[src/rtl/turfio_cin_parallel_sync_v3.sv]
// Per-lane CIN deserialiser/aligner: bit slip, phase-aligned frame capture,
// autonomous bit-slip training and a saturating bit-error counter.
module turfio_cin_parallel_sync_v3 #(
    parameter int NBITS  = 4,
    parameter int NBEATS = 8,
    parameter logic [NBITS*NBEATS-1:0] TRAIN_SEQUENCE = 32'hA55A6996,
    parameter int NMATCH = 4,
    parameter     CLKTYPE = "IFCLK67",
    localparam int FW = NBITS * NBEATS,
    localparam int SW = (NBITS > 1) ? $clog2(NBITS) : 1,
    localparam int PW = (NBEATS > 1) ? $clog2(NBEATS) : 1
) (
    input  logic          ifclk_i,
    input  logic          rst_i,
    input  logic          ifclk_phase_i,
    input  logic [PW-1:0] offset_i,
    input  logic [NBITS-1:0] cin_i,
    input  logic          train_i,
    input  logic          bitslip_i,
    input  logic          enable_i,
    input  logic          capture_i,
    input  logic          captured_i,
    output logic [FW-1:0] cin_parallel_o,
    output logic          cin_parallel_valid_o,
    output logic          locked_o,
    output logic          train_fail_o,
    output logic [SW-1:0] slip_o,
    output logic          biterr_o,
    output logic [15:0]   biterr_count_o
);

    localparam int TW = $clog2(NBITS + 1);

    typedef enum logic [2:0] {
        ST_IDLE, ST_FLUSH, ST_CHECK, ST_SLIP, ST_LOCKED, ST_FAIL
    } state_t;

    if ((NBEATS & (NBEATS - 1)) != 0 || CLKTYPE == 0) begin : g_param_check
        $error("NBEATS must be a power of 2 and CLKTYPE must name a clock");
    end

    logic [NBITS-1:0]   cin_q;
    logic [2*NBITS-1:0] window;
    logic [NBITS-1:0]   aligned;
    logic [FW-NBITS-1:0] history_q;
    logic [FW-1:0]      frame;

    logic [PW-1:0] phase_cnt_q;
    logic          phase_seen_q;
    logic          cap_en_q;

    logic          hold_q;
    (* CUSTOM_CC_DST = CLKTYPE *)
    logic [FW-1:0] capture_q;
    logic          valid_q;

    state_t        state_q, state_d;
    logic [SW-1:0] slip_q, slip_d, slip_inc;
    logic [TW-1:0] tries_q, tries_d;
    logic [3:0]    mcount_q, mcount_d;
    logic          flush_q, flush_d;
    logic          locked_q, locked_d;
    logic          fail_q, fail_d;

    logic [NBITS-1:0] srl_q [NBEATS];
    logic          biterr_d, biterr_q;
    logic [15:0]   count_q;

    // Window spans the previous and current word so any slip stays contiguous.
    assign window   = {cin_i, cin_q};
    assign aligned  = window[slip_q +: NBITS];
    assign frame    = {aligned, history_q};
    assign slip_inc = (slip_q == SW'(NBITS - 1)) ? '0 : slip_q + SW'(1);

    // NOTE: sequential state uses non-blocking assignments so every register
    // samples pre-edge values regardless of process ordering.
    always_ff @(posedge ifclk_i or posedge rst_i) begin
        if (rst_i) begin
            cin_q     <= '0;
            history_q <= '0;
        end else begin
            cin_q     <= cin_i;
            history_q <= frame[FW-1:NBITS];
        end
    end

    always_ff @(posedge ifclk_i or posedge rst_i) begin
        if (rst_i) begin
            phase_cnt_q  <= '0;
            phase_seen_q <= 1'b0;
            cap_en_q     <= 1'b0;
        end else begin
            phase_cnt_q  <= ifclk_phase_i ? PW'(1) : phase_cnt_q + PW'(1);
            phase_seen_q <= phase_seen_q | ifclk_phase_i;
            cap_en_q     <= phase_seen_q && (phase_cnt_q == offset_i);
        end
    end

    always_ff @(posedge ifclk_i or posedge rst_i) begin
        if (rst_i) begin
            hold_q    <= 1'b0;
            capture_q <= '0;
            valid_q   <= 1'b0;
        end else begin
            if (capture_i)       hold_q <= 1'b1;
            else if (captured_i) hold_q <= 1'b0;
            if (cap_en_q && !capture_i && !hold_q) capture_q <= frame;
            valid_q <= cap_en_q && enable_i;
        end
    end

    always_ff @(posedge ifclk_i or posedge rst_i) begin
        if (rst_i) begin
            state_q  <= ST_IDLE;
            slip_q   <= '0;
            tries_q  <= '0;
            mcount_q <= '0;
            flush_q  <= 1'b0;
            locked_q <= 1'b0;
            fail_q   <= 1'b0;
        end else begin
            state_q  <= state_d;
            slip_q   <= slip_d;
            tries_q  <= tries_d;
            mcount_q <= mcount_d;
            flush_q  <= flush_d;
            locked_q <= locked_d;
            fail_q   <= fail_d;
        end
    end

    // NOTE: every next-state signal is defaulted to its current value first,
    // so no path through the case statement can infer a latch.
    always_comb begin
        state_d  = state_q;
        slip_d   = slip_q;
        tries_d  = tries_q;
        mcount_d = mcount_q;
        flush_d  = flush_q;
        locked_d = locked_q;
        fail_d   = fail_q;
        if (train_i) begin
            state_d  = ST_FLUSH;
            slip_d   = '0;
            tries_d  = '0;
            mcount_d = '0;
            flush_d  = 1'b0;
            locked_d = 1'b0;
            fail_d   = 1'b0;
        end else begin
            case (state_q)
                ST_IDLE, ST_LOCKED, ST_FAIL: begin
                    if (bitslip_i) slip_d = slip_inc;
                end
                ST_FLUSH: begin
                    // Two strobes guarantee the history holds only post-slip beats.
                    if (cap_en_q) begin
                        flush_d = ~flush_q;
                        if (flush_q) state_d = ST_CHECK;
                    end
                end
                ST_CHECK: begin
                    if (cap_en_q) begin
                        if (frame == TRAIN_SEQUENCE) begin
                            mcount_d = mcount_q + 4'd1;
                            if (mcount_q == 4'(NMATCH - 1)) begin
                                locked_d = 1'b1;
                                state_d  = ST_LOCKED;
                            end
                        end else begin
                            mcount_d = '0;
                            state_d  = ST_SLIP;
                        end
                    end
                end
                ST_SLIP: begin
                    slip_d  = slip_inc;
                    tries_d = tries_q + TW'(1);
                    if (tries_q + TW'(1) == TW'(NBITS)) begin
                        fail_d  = 1'b1;
                        state_d = ST_FAIL;
                    end else begin
                        state_d = ST_FLUSH;
                    end
                end
                default: state_d = ST_IDLE;
            endcase
        end
    end

    assign biterr_d = !enable_i && (history_q[NBITS-1:0] != srl_q[NBEATS-1]);

    // NOTE: the delay line is reset, unlike a plain SRL, so the error check
    // starts from a known history instead of comparing against stale contents.
    always_ff @(posedge ifclk_i or posedge rst_i) begin
        if (rst_i) begin
            for (int i = 0; i < NBEATS; i++) srl_q[i] <= '0;
            biterr_q <= 1'b0;
            count_q  <= '0;
        end else begin
            srl_q[0] <= history_q[NBITS-1:0];
            for (int i = 1; i < NBEATS; i++) srl_q[i] <= srl_q[i-1];
            biterr_q <= biterr_d;
            if (train_i)
                count_q <= '0;
            else if (biterr_d && count_q != 16'hFFFF)
                count_q <= count_q + 16'd1;
        end
    end

    assign cin_parallel_o       = capture_q;
    assign cin_parallel_valid_o = valid_q;
    assign locked_o             = locked_q;
    assign train_fail_o         = fail_q;
    assign slip_o               = slip_q;
    assign biterr_o             = biterr_q;
    assign biterr_count_o       = count_q;

endmodule

[config.mk]
export PLATFORM = sky130hd
export DESIGN_NAME = turfio_cin_parallel_sync_v3
export DESIGN_NICKNAME = d
export VERILOG_FILES = /design/src/rtl/turfio_cin_parallel_sync_v3.sv
export SDC_FILE = /design/constraint.sdc
export NUM_CORES = 1
export LEC_CHECK = 0
export CAP_MARGIN = 20
export CORE_MARGIN = 2
export CORE_UTILIZATION = 45
export CTS_CLUSTER_DIAMETER = 120
export DETAILED_ROUTE_END_ITERATION = 7
export GPL_ROUTABILITY_DRIVEN = 0
export GPL_TIMING_DRIVEN = 1
export PLACE_DENSITY = 0.7
export SKIP_LAST_GASP = 1
export SYNTH_ARGS = -nofsm -noshare
export SYNTH_HDL_FRONTEND = slang
export SYNTH_SLANG_ARGS = --single-unit
[constraint.sdc]
create_clock -name ifclk_i -period 6.3 [get_ports ifclk_i]
set_clock_uncertainty 0.15 [all_clocks]
set_input_delay 0.945 -clock ifclk_i [delete_from_list [all_inputs] [get_ports ifclk_i]]
set_output_delay 0.945 -clock ifclk_i [all_outputs]
set_load 0.05 [all_outputs]
==> run summary, run 1 <==
initial antenna violation count: 0
asr flop ratio synth: 100%
Worst-Skew Late Latency: 0.51 ns
core area: 10900 um^2
net count reported at finish: 457
WP data required: 6.56 ns
WL/cell: 15.8 um
EDFF count, synth: 0
die width: 110 um
Adder-Cell Fraction of Synth Area: 1.49%
Setup Buffers After CTS: 0
worst r2r dst: state_q[2]
gr ovfl total: 0
#FFs+latches synth: 135
multi-input logic area: 1580 um^2
IO buf count: 68
crit path cell chain: clkdlybuf4s50_1 -> mux4_2 -> nand2b_1 -> nor4_2 -> a21boi_0 -> o32ai_2
Max Clock Freq: 325 MHz
Max VDD drop: 0.000271 V
Resize count post-CTS: 0
largest family of logic cells by synthesized area: simple AND/OR/NAND/NOR gates
CP Class: in -> reg
total number of vias: 3054
r2r worst-path depth: 5
global-route wire length before repair: 15800 um
Min-Delay Path Class: reg -> reg
Synth area leader: dfrtp_1
I/O pins: 69
worst r2r src: slip_o[0]
DR pass1 iterations: 4
Crit. Startpoint: cin_i[0]
minimum clock period: 3.08 ns
crit path max fanout: 11
most area-consuming cells after synthesis: dfrtp_1 (67%), mux2_1 (3.8%), mux2_2 (3.6%)
hold_buf cts: 0
status: complete, no violations
Hold Crit Endpoint: srl_q[10]
Via density: 5.19
Cell Area, Synth: 5040 um^2
Leakage Power: 2.77 nW
CTS buffer count: 17
All-Layer GR Usage: 17.4%
Antenna Cells: 0
GRT Max-Usage Layer: met2
vias in the first global route: 3180
Arr. time, crit path: 3.34 ns
ANT nets after route: 0
largest net degree at the start of global routing: 88
DRC: 0
Largest stage delay, worst path: 0.80 ns
area grow syn2layout: 28.5%
top_reg_cell synth: dfrtp_1
fill count: 855
Initial DRC Count: 118
Root Buffer: clkbuf_8
maxcap violations: 0
period utilization: 48.8%
final WL: 9290 um
hold path start: srl_q[14]
dpl cells: 556
DP Wirelength: 5930 um
Critical Path Slowest Stage Cell: nor4_2
post-synthesis sequential area ratio: 67.1%
CTS tree: done
Worst Max-Slew Pin Slew: 0.924 ns
Die Y-Extent: 110 um
reg2reg setup slack: 3.50 ns
Bufs on Longest Clock Path: 2
synth warn: 0
mux contribution to synthesized area: 9.96%
fraction of layout cells with a size suffix above 1: 14.9%
DIE AREA: 12100 um^2
Avg Cell Area, Syn: 14.1 um^2
Worst Setup End Kind: flip-flop
RSZ-0062 raised after global routing: no
initial core utilization: 46.3%
htree depth: 4
pwr dens: 459 nW/um^2
Yosys cell types: 52
non-filler instance count after layout: 589
Hold Vio Cnt, Final: 0
top cell type's share of synthesized area: 67.1%
Fin Setup TNS: 0 ns
Worst Hold Depth: 0
Pins Over Slew Limit: 0
met1 Resource Use GR: 23.8%
# rows: 38
Slew headroom: 37.9%
Syn Inst Count: 358
Worst-path clk slew: 0.06 ns
final setup violation count: 0
Worst Setup Start Kind: input pin
# clock sinks: 135
FF+latch area: 3380 um^2
hold slack: 0.197 ns
syn nets: 379
GR Util met3: 4.86%
xor and xnor area share after synthesis: 4.00%
met2 usage in global routing: 27.0%
post-synthesis simple-gate area fraction: 12.0%
post-synthesis compound-gate area fraction: 3.70%
## worst max-delay path by stage
stage                             end  depth (start not counted)
detailed placement         state_q[2]                          6
global placement           state_q[2]                          6
global route               state_q[2]                          6
floorplan           biterr_count_o[0]                          1
CTS                        state_q[2]                          6
finish                     state_q[2]                          6
## layout by cell type, fill, tap and decap left out, types with 2 or more instances in the layout
master,n
a31oi_1,3
ha_1,6
nand2b_1,4
nor3_1,2
nand4_1,6
inv_1,4
buf_4,4
dfrtp_1,135
a21oi_1,11
a21o_1,2
nand2_1,13
mux2_1,17
clkinv_4,4
nor3b_2,2
nand3_1,11
nor3b_1,4
and3_1,2
mux4_2,4
xnor2_1,18
xor2_1,5
inv_8,4
nor4_1,7
clkdlybuf4s50_1,68
clkbuf_16,16
and2_1,3
nor2b_1,4
mux2i_1,4
o21ai_0,2
nor4bb_1,5
nor2_1,28
mux2_2,16
clkinvlp_4,2
nor4b_1,3
inv_6,2
## report_power, final
part	leakage, nW	switching [mW]	total (mW)	internal [mW]
registers	1.67	0.140	1.21	1.07
logic	0.823	0.508	0.812	0.304
clock network	0.279	0.403	0.943	0.541
total	2.77	1.05	2.97	1.92
## logic make-up (layout without fill, tap and decap cells)
kind of cell             after synthesis  in the layout
buffers and inverters                 20            111
XOR/XNOR                              23             23
adder cells (fa/ha/maj)                6              6
AO/OA/AOI/OAI                         28             28
AND/OR/NAND/NOR                      105            105
multiplexers                          41             41
flip-flops                           135            135
## per-stage QoR
stage / util (%) / cell area (um^2) / power, mW / worst slack (ns)
floorplan: - / 5040 / 1.75 / 1.59
global placement: 53.9 / 5870 / 2.02 / 2.83
detailed placement: 53.9 / 5870 / 2.04 / 2.69
CTS: 59.2 / 6440 / 3.00 / 3.22
global route: 59.4 / 6470 / 3.11 / 3.08
finish: 59.4 / 6470 / 2.97 / 3.22
## sequential cells by signal, summed over array words and instances (netlist names), 2 cells and up
name	count
cin_q	4
srl_q	32
state_q	3
phase_cnt_q	3
history_q	28
slip_o	2
cin_parallel_o	32
tries_q	3
biterr_count_o	16
mcount_q	4
## final cells by class
cell class / count / area share, %
clock buffer: 17 / 6.40
inverter: 6 / 0.387
sequential: 135 / 52.2
tap: 140 / 2.71
timing repair buffer: 73 / 11.4
clock inverter: 15 / 2.53
multi-input combinational: 203 / 24.4
## synthesized netlist by cell type (all sizes together), types with 6 or more instances
cell type    n
dfrtp      135
mux2        33
nor2        28
xnor2       18
nand2       13
a21oi       12
clkbuf      12
nand3       11
nor4         8
ha           6
inv          6
nand4        6
nor3b        6
## layer usage
metal	share of wire [%]	wire length, um
met5	0	0
met4	0.76	71
met3	3.9	362
met2	49	4590
met1	46	4260
## worst max-delay path: cells and delay by family
| kind | cells | cell delay (ns) |
|---|---|---|
| AND/OR/NAND/NOR | 2 | 0.98 |
| multiplexers | 1 | 0.52 |
| buffers and inverters | 1 | 0.46 |
| AO/OA/AOI/OAI | 2 | 0.44 |
(Power assumes the default switching activity.)
==> run 2, diff against run 1 <==
==> constraint.sdc (replaced) <==
create_clock -name ifclk_i -period 3 [get_ports ifclk_i]
set_clock_uncertainty 0.15 [all_clocks]
set_input_delay 0.45 -clock ifclk_i [delete_from_list [all_inputs] [get_ports ifclk_i]]
set_output_delay 0.45 -clock ifclk_i [all_outputs]
set_load 0.05 [all_outputs]
==> run 2 against run 1 <==
  * Sequential share of layout area fell by 0.42 points
  * Critical path depth down 5
  * Worst setup slack got worse by 2.8 ns
  * Non-clock buffer count is the same
  * Wire length grew 3.3%
  * Utilization is 0.48 points higher
  * Critical endpoint is now slip_o[0]
  * Largest power group unchanged
==> run summary, run 2 (same netlist as run 1, synthesis figures left out) <==
total number of vias: 3049 (-0.16%)
worst r2r src: biterr_count_o[0]
commonest non-fill, non-tap cell in the layout: dfrtp_1
dpl cells: 557 (+0.18%)
gr ovfl total: 0 (unchanged)
Worst Hold Depth: 0 (unchanged)
Max VDD drop: 0.000584 V (+120%)
Worst-path clk slew: 0.06 ns (about the same)
DIE AREA: 12100 um^2 (unchanged)
Setup Buffers After CTS: 0 (unchanged)
core area: 10900 um^2 (unchanged)
Fin Setup TNS: 0 ns (unchanged)
# rows: 38 (unchanged)
Worst Setup Start Kind: flip-flop
hold_buf cts: 0 (unchanged)
CP Class: reg -> out
delay-heaviest family, CP: buffers and inverters
initial antenna violation count: 0 (unchanged)
DRC: 0 (unchanged)
Min-Delay Path Class: reg -> reg
Arr. time, crit path: 1.96 ns (-1.38 ns)
hold slack: 0.196 ns (-0.00104 ns)
fraction of layout cells with a size suffix above 1: 14.9% (unchanged)
pwr dens: 995 nW/um^2 (+120%)
Root Buffer: clkbuf_8
largest net degree at the start of global routing: 136 (+55%)
Hold Vio Cnt, Final: 0 (unchanged)
maxcap violations: 0 (unchanged)
hold path start: srl_q[28]
Hold Crit Endpoint: srl_q[24]
RSZ-0062 raised after global routing: no
ANT nets after route: 0 (unchanged)
period utilization: 85.2%
final setup violation count: 0 (unchanged)
Largest stage delay, worst path: 0.88 ns (+0.08 ns)
initial core utilization: 46.3% (unchanged)
Die Y-Extent: 110 um (unchanged)
crit path max fanout: 8 (-3)
DP Wirelength: 5890 um (-0.74%)
Worst Max-Slew Pin Slew: 0.828 ns (-0.0957 ns)
area grow syn2layout: 29.5%
WP data required: 2.40 ns (-4.16 ns)
Initial DRC Count: 132 (+12%)
Critical Path Slowest Stage Cell: clkdlybuf4s50_1
Finished Cell Area: 6520 um^2 (+0.81%)
Worst-Skew Late Latency: 0.51 ns (about the same)
net count reported at finish: 457 (unchanged)
Leakage Power: 2.79 nW (+0.61%)
most frequent cells in the layout: dfrtp_1 (135), clkdlybuf4s50_1 (68), nor2_1 (28)
reg2reg setup slack: 0.56 ns (-2.94 ns)
status: complete, no violations
worst r2r dst: biterr_count_o[13]
r2r worst-path depth: 6 (+1)
# clock sinks: 135 (unchanged)
IO buf count: 68 (unchanged)
Slew headroom: 44.3% (+6.4 points)
Bufs on Longest Clock Path: 2 (unchanged)
htree depth: 4 (unchanged)
CTS buffer count: 17 (unchanged)
DR pass1 iterations: 6 (+2)
Resize count post-CTS: 0 (unchanged)
WL/cell: 16.3 um (+3.3%)
final WL: 9590 um (+3.3%)
Pins Over Slew Limit: 0 (unchanged)
vias in the first global route: 3249 (+2.2%)
Antenna Cells: 0 (unchanged)
Via density: 5.18 (-0.16%)
non-filler instance count after layout: 589 (unchanged)
Placement Cell Area: 5890 um^2 (+0.36%)
Worst Setup End Kind: output pin
die width: 110 um (unchanged)
global-route wire length before repair: 16100 um (+1.3%)
All-Layer GR Usage: 17.7% (+0.26 points)
I/O pins: 69 (unchanged)
Max Clock Freq: 391 MHz
minimum clock period: 2.56 ns
CTS tree: done
CP bufs+invs: 1 (unchanged)
crit path cell chain: clkdlybuf4s50_1
[run 2: final cells by class]
cell class | count | area, um^2
Fill cell | 842 | 4360
Timing Repair Buffer | 73 | 731
Tap cell | 140 | 175
Clock inverter | 14 | 209
Multi-Input combinational cell | 203 | 1580
Sequential cell | 135 | 3380
Inverter | 6 | 26.3
Clock buffer | 18 | 428
[run 2: worst max path at each step]
stage | end | cells after the start | startpoint | slack [ns]
finish | slip_o[0] | 1 | slip_o[0] | 0.44
global route | slip_o[0] | 1 | slip_o[0] | 0.36
CTS | slip_o[0] | 1 | slip_o[0] | 0.42
detailed placement | state_q[2] | 7 | cin_i[1] | 0.35
global placement | state_q[2] | 7 | cin_i[0] | 0.44
floorplan | state_q[2] | 7 | slip_o[0] | 0.50
[run 2: metal layers]
layer	vias up	share of wire, %	global-route usage [%]
met4	0	0.50	6.15
met3	4	3.2	4.21
met1	1574	46	23.3
li1	1414	-	-
met2	57	51	28.7
met5	-	0	0
[run 2: report_power, final]
group          switching [mW]  internal [mW]
Combinational            1.08          0.636
Clock                   0.835           1.40
Sequential              0.292           2.26
Total                    2.20           4.29
[run 2: through the flow]
step                      setup WS (ns)  util, %  power [mW]
after floorplan                   0.502        -        3.68
after global placement            0.444     54.1        4.26
after detailed placement          0.353     54.1        4.30
after CTS                         0.421     59.9        6.57
after global routing              0.356     59.9        6.76
final                             0.443     59.9        6.49
==> run 3, diff against run 2 <==
--- a/config.mk
+++ b/config.mk
@@ -13,6 +13,7 @@
 export GPL_ROUTABILITY_DRIVEN = 0
 export GPL_TIMING_DRIVEN = 1
 export PLACE_DENSITY = 0.7
+export RECOVER_POWER = 50
 export SKIP_LAST_GASP = 1
 export SYNTH_ARGS = -nofsm -noshare
 export SYNTH_HDL_FRONTEND = slang
==> run 3 against run 2 <==
  * The flow now finishes with violations (capacitance limit, slew limit)
  * Wire length fell by 0.17%
  * Combinational power barely moved
  * Count of clock-buffer cells in the layout did not move
  * Non-clock buffer count stayed put
  * First-iteration DRC count decreased by 1.5%
  * Final area shrank 0.19%
  * Largest power group unchanged
  * Highest routed layer unchanged
==> run summary, run 3 (same netlist as run 1, synthesis figures left out) <==
status: finished, violations left
failing checks: capacitance limit, slew limit
most frequent cells in the layout: dfrtp_1 (135), clkdlybuf4s50_1 (61), nor2_1 (28)
core area: 10900 um^2 (unchanged)
final setup violation count: 0 (unchanged)
total number of vias: 3050 (+0.033%)
CP bufs+invs: 1 (unchanged)
pwr dens: 996 nW/um^2 (+0.10%)
worst r2r src: biterr_count_o[0]
hold slack: 0.196 ns (+0.0000150 ns)
ANT nets after route: 0 (unchanged)
DIE AREA: 12100 um^2 (unchanged)
maxcap violations: 1 (+1)
hold_buf cts: 0 (unchanged)
crit path cell chain: clkdlybuf4s50_1
All-Layer GR Usage: 17.7% (unchanged)
period utilization: 85.2% (about the same)
WL/cell: 16.3 um (-0.17%)
Slew headroom: -18.7% (-63 points)
Antenna Cells: 0 (unchanged)
Bufs on Longest Clock Path: 2 (unchanged)
net count reported at finish: 457 (unchanged)
largest net degree at the start of global routing: 136 (unchanged)
I/O pins: 69 (unchanged)
CTS buffer count: 17 (unchanged)
gr ovfl total: 0 (unchanged)
initial core utilization: 46.3% (unchanged)
Worst-Skew Late Latency: 0.51 ns (about the same)
Critical Path Slowest Stage Cell: clkdlybuf4s50_1
Crit. Startpoint: slip_o[0]
Via density: 5.18 (about the same)
Worst-path clk slew: 0.06 ns (about the same)
DP Wirelength: 5890 um (unchanged)
area grow syn2layout: 29.3%
Worst Setup End Kind: output pin
die width: 110 um (unchanged)
Arr. time, crit path: 1.96 ns (about the same)
CTS tree: done
Max Clock Freq: 391 MHz (about the same)
Setup Buffers After CTS: 0 (unchanged)
Initial DRC Count: 130 (-1.5%)
Pins Over Slew Limit: 136 (+136)
crit path max fanout: 8 (unchanged)
fill count: 844 (+0.24%)
Finished Cell Area: 6510 um^2 (-0.19%)
Placement Cell Area: 5890 um^2 (unchanged)
IO buf count: 68 (unchanged)
multi-input logic area: 1580 um^2 (unchanged)
Worst Setup Start Kind: flip-flop
htree depth: 4 (unchanged)
Levels on crit path: 1 (unchanged)
FF+latch area: 3380 um^2 (unchanged)
minimum clock period: 2.56 ns (-0.000372 ns)
Hold Vio Cnt, Final: 0 (unchanged)
Die Y-Extent: 110 um (unchanged)
r2r worst-path depth: 6 (unchanged)
Root Buffer: clkbuf_8
Worst Max-Slew Pin Slew: 1.78 ns (+0.952 ns)
initial antenna violation count: 0 (unchanged)
# clock sinks: 135 (unchanged)
crit path capture: slip_o[0]
final WL: 9580 um (-0.17%)
# rows: 38 (unchanged)
DR pass1 iterations: 6 (unchanged)
worst r2r dst: biterr_count_o[13]
RSZ-0062 raised after global routing: no
WP data required: 2.40 ns (about the same)
DRC: 0 (unchanged)
Min-Delay Path Class: reg -> reg
Leakage Power: 2.79 nW (-0.14%)
total power: 6.49 mW (about the same)
reg2reg setup slack: 0.59 ns (+0.03 ns)
Largest stage delay, worst path: 0.88 ns (about the same)
Fin Setup TNS: 0 ns (unchanged)
Max VDD drop: 0.000584 V (about the same)
commonest non-fill, non-tap cell in the layout: dfrtp_1
Resize count post-CTS: 0 (unchanged)
global-route wire length before repair: 16100 um (unchanged)
CP Class: reg -> out
delay-heaviest family, CP: buffers and inverters
vias in the first global route: 3249 (unchanged)
fraction of layout cells with a size suffix above 1: 14.9% (unchanged)
run 3: cell types whose count changed in the layout (fill, tap and decap cells not counted), sizes merged:
cell           delta
dlygate4sd3       +7
buf               -1
clkdlybuf4s50     -7
clkbuf            +1
run 3: stage by stage:
stage / utilization, % / std cells / setup WS, ns
detailed placement: 54.1 / 557 / 0.353
floorplan: - / 358 / 0.502
global route: 59.8 / 589 / 0.281
global placement: 54.1 / 557 / 0.444
CTS: 59.9 / 589 / 0.421
finish: 59.8 / 589 / 0.444
run 3: cell type report:
cell class | instances | share of cell area, %
clock buffer | 18 | 6.57
clock inverter | 14 | 3.21
inverter | 6 | 0.404
multi-input combinational | 203 | 24.2
sequential | 135 | 51.9
tap | 140 | 2.69
timing repair buffer | 73 | 11.0
run 3: how the worst min path moves through the flow:
stage	start	endpoint	slack, ns	cells past startpoint
floorplan	srl_q[4]	srl_q[0]	0.18	0
global placement	srl_q[4]	srl_q[0]	0.18	0
detailed placement	srl_q[24]	srl_q[20]	0.18	0
CTS	srl_q[24]	srl_q[20]	0.20	0
global route	srl_q[27]	srl_q[23]	0.20	0
finish	srl_q[28]	srl_q[24]	0.20	0
run 3: per-layer routing:
metal / vias to the layer above / track usage, % / wire (um)
met5: - / 0 / 0
met4: 0 / 6.15 / 48
met3: 4 / 4.21 / 308
met2: 58 / 28.7 / 4830
met1: 1574 / 23.3 / 4390
li1: 1414 / - / -
run 3: report_power, final:
group | switching [mW] | total (mW) | internal, mW
clock | 0.833 | 2.23 | 1.40
sequential | 0.292 | 2.55 | 2.26
combinational | 1.08 | 1.71 | 0.632
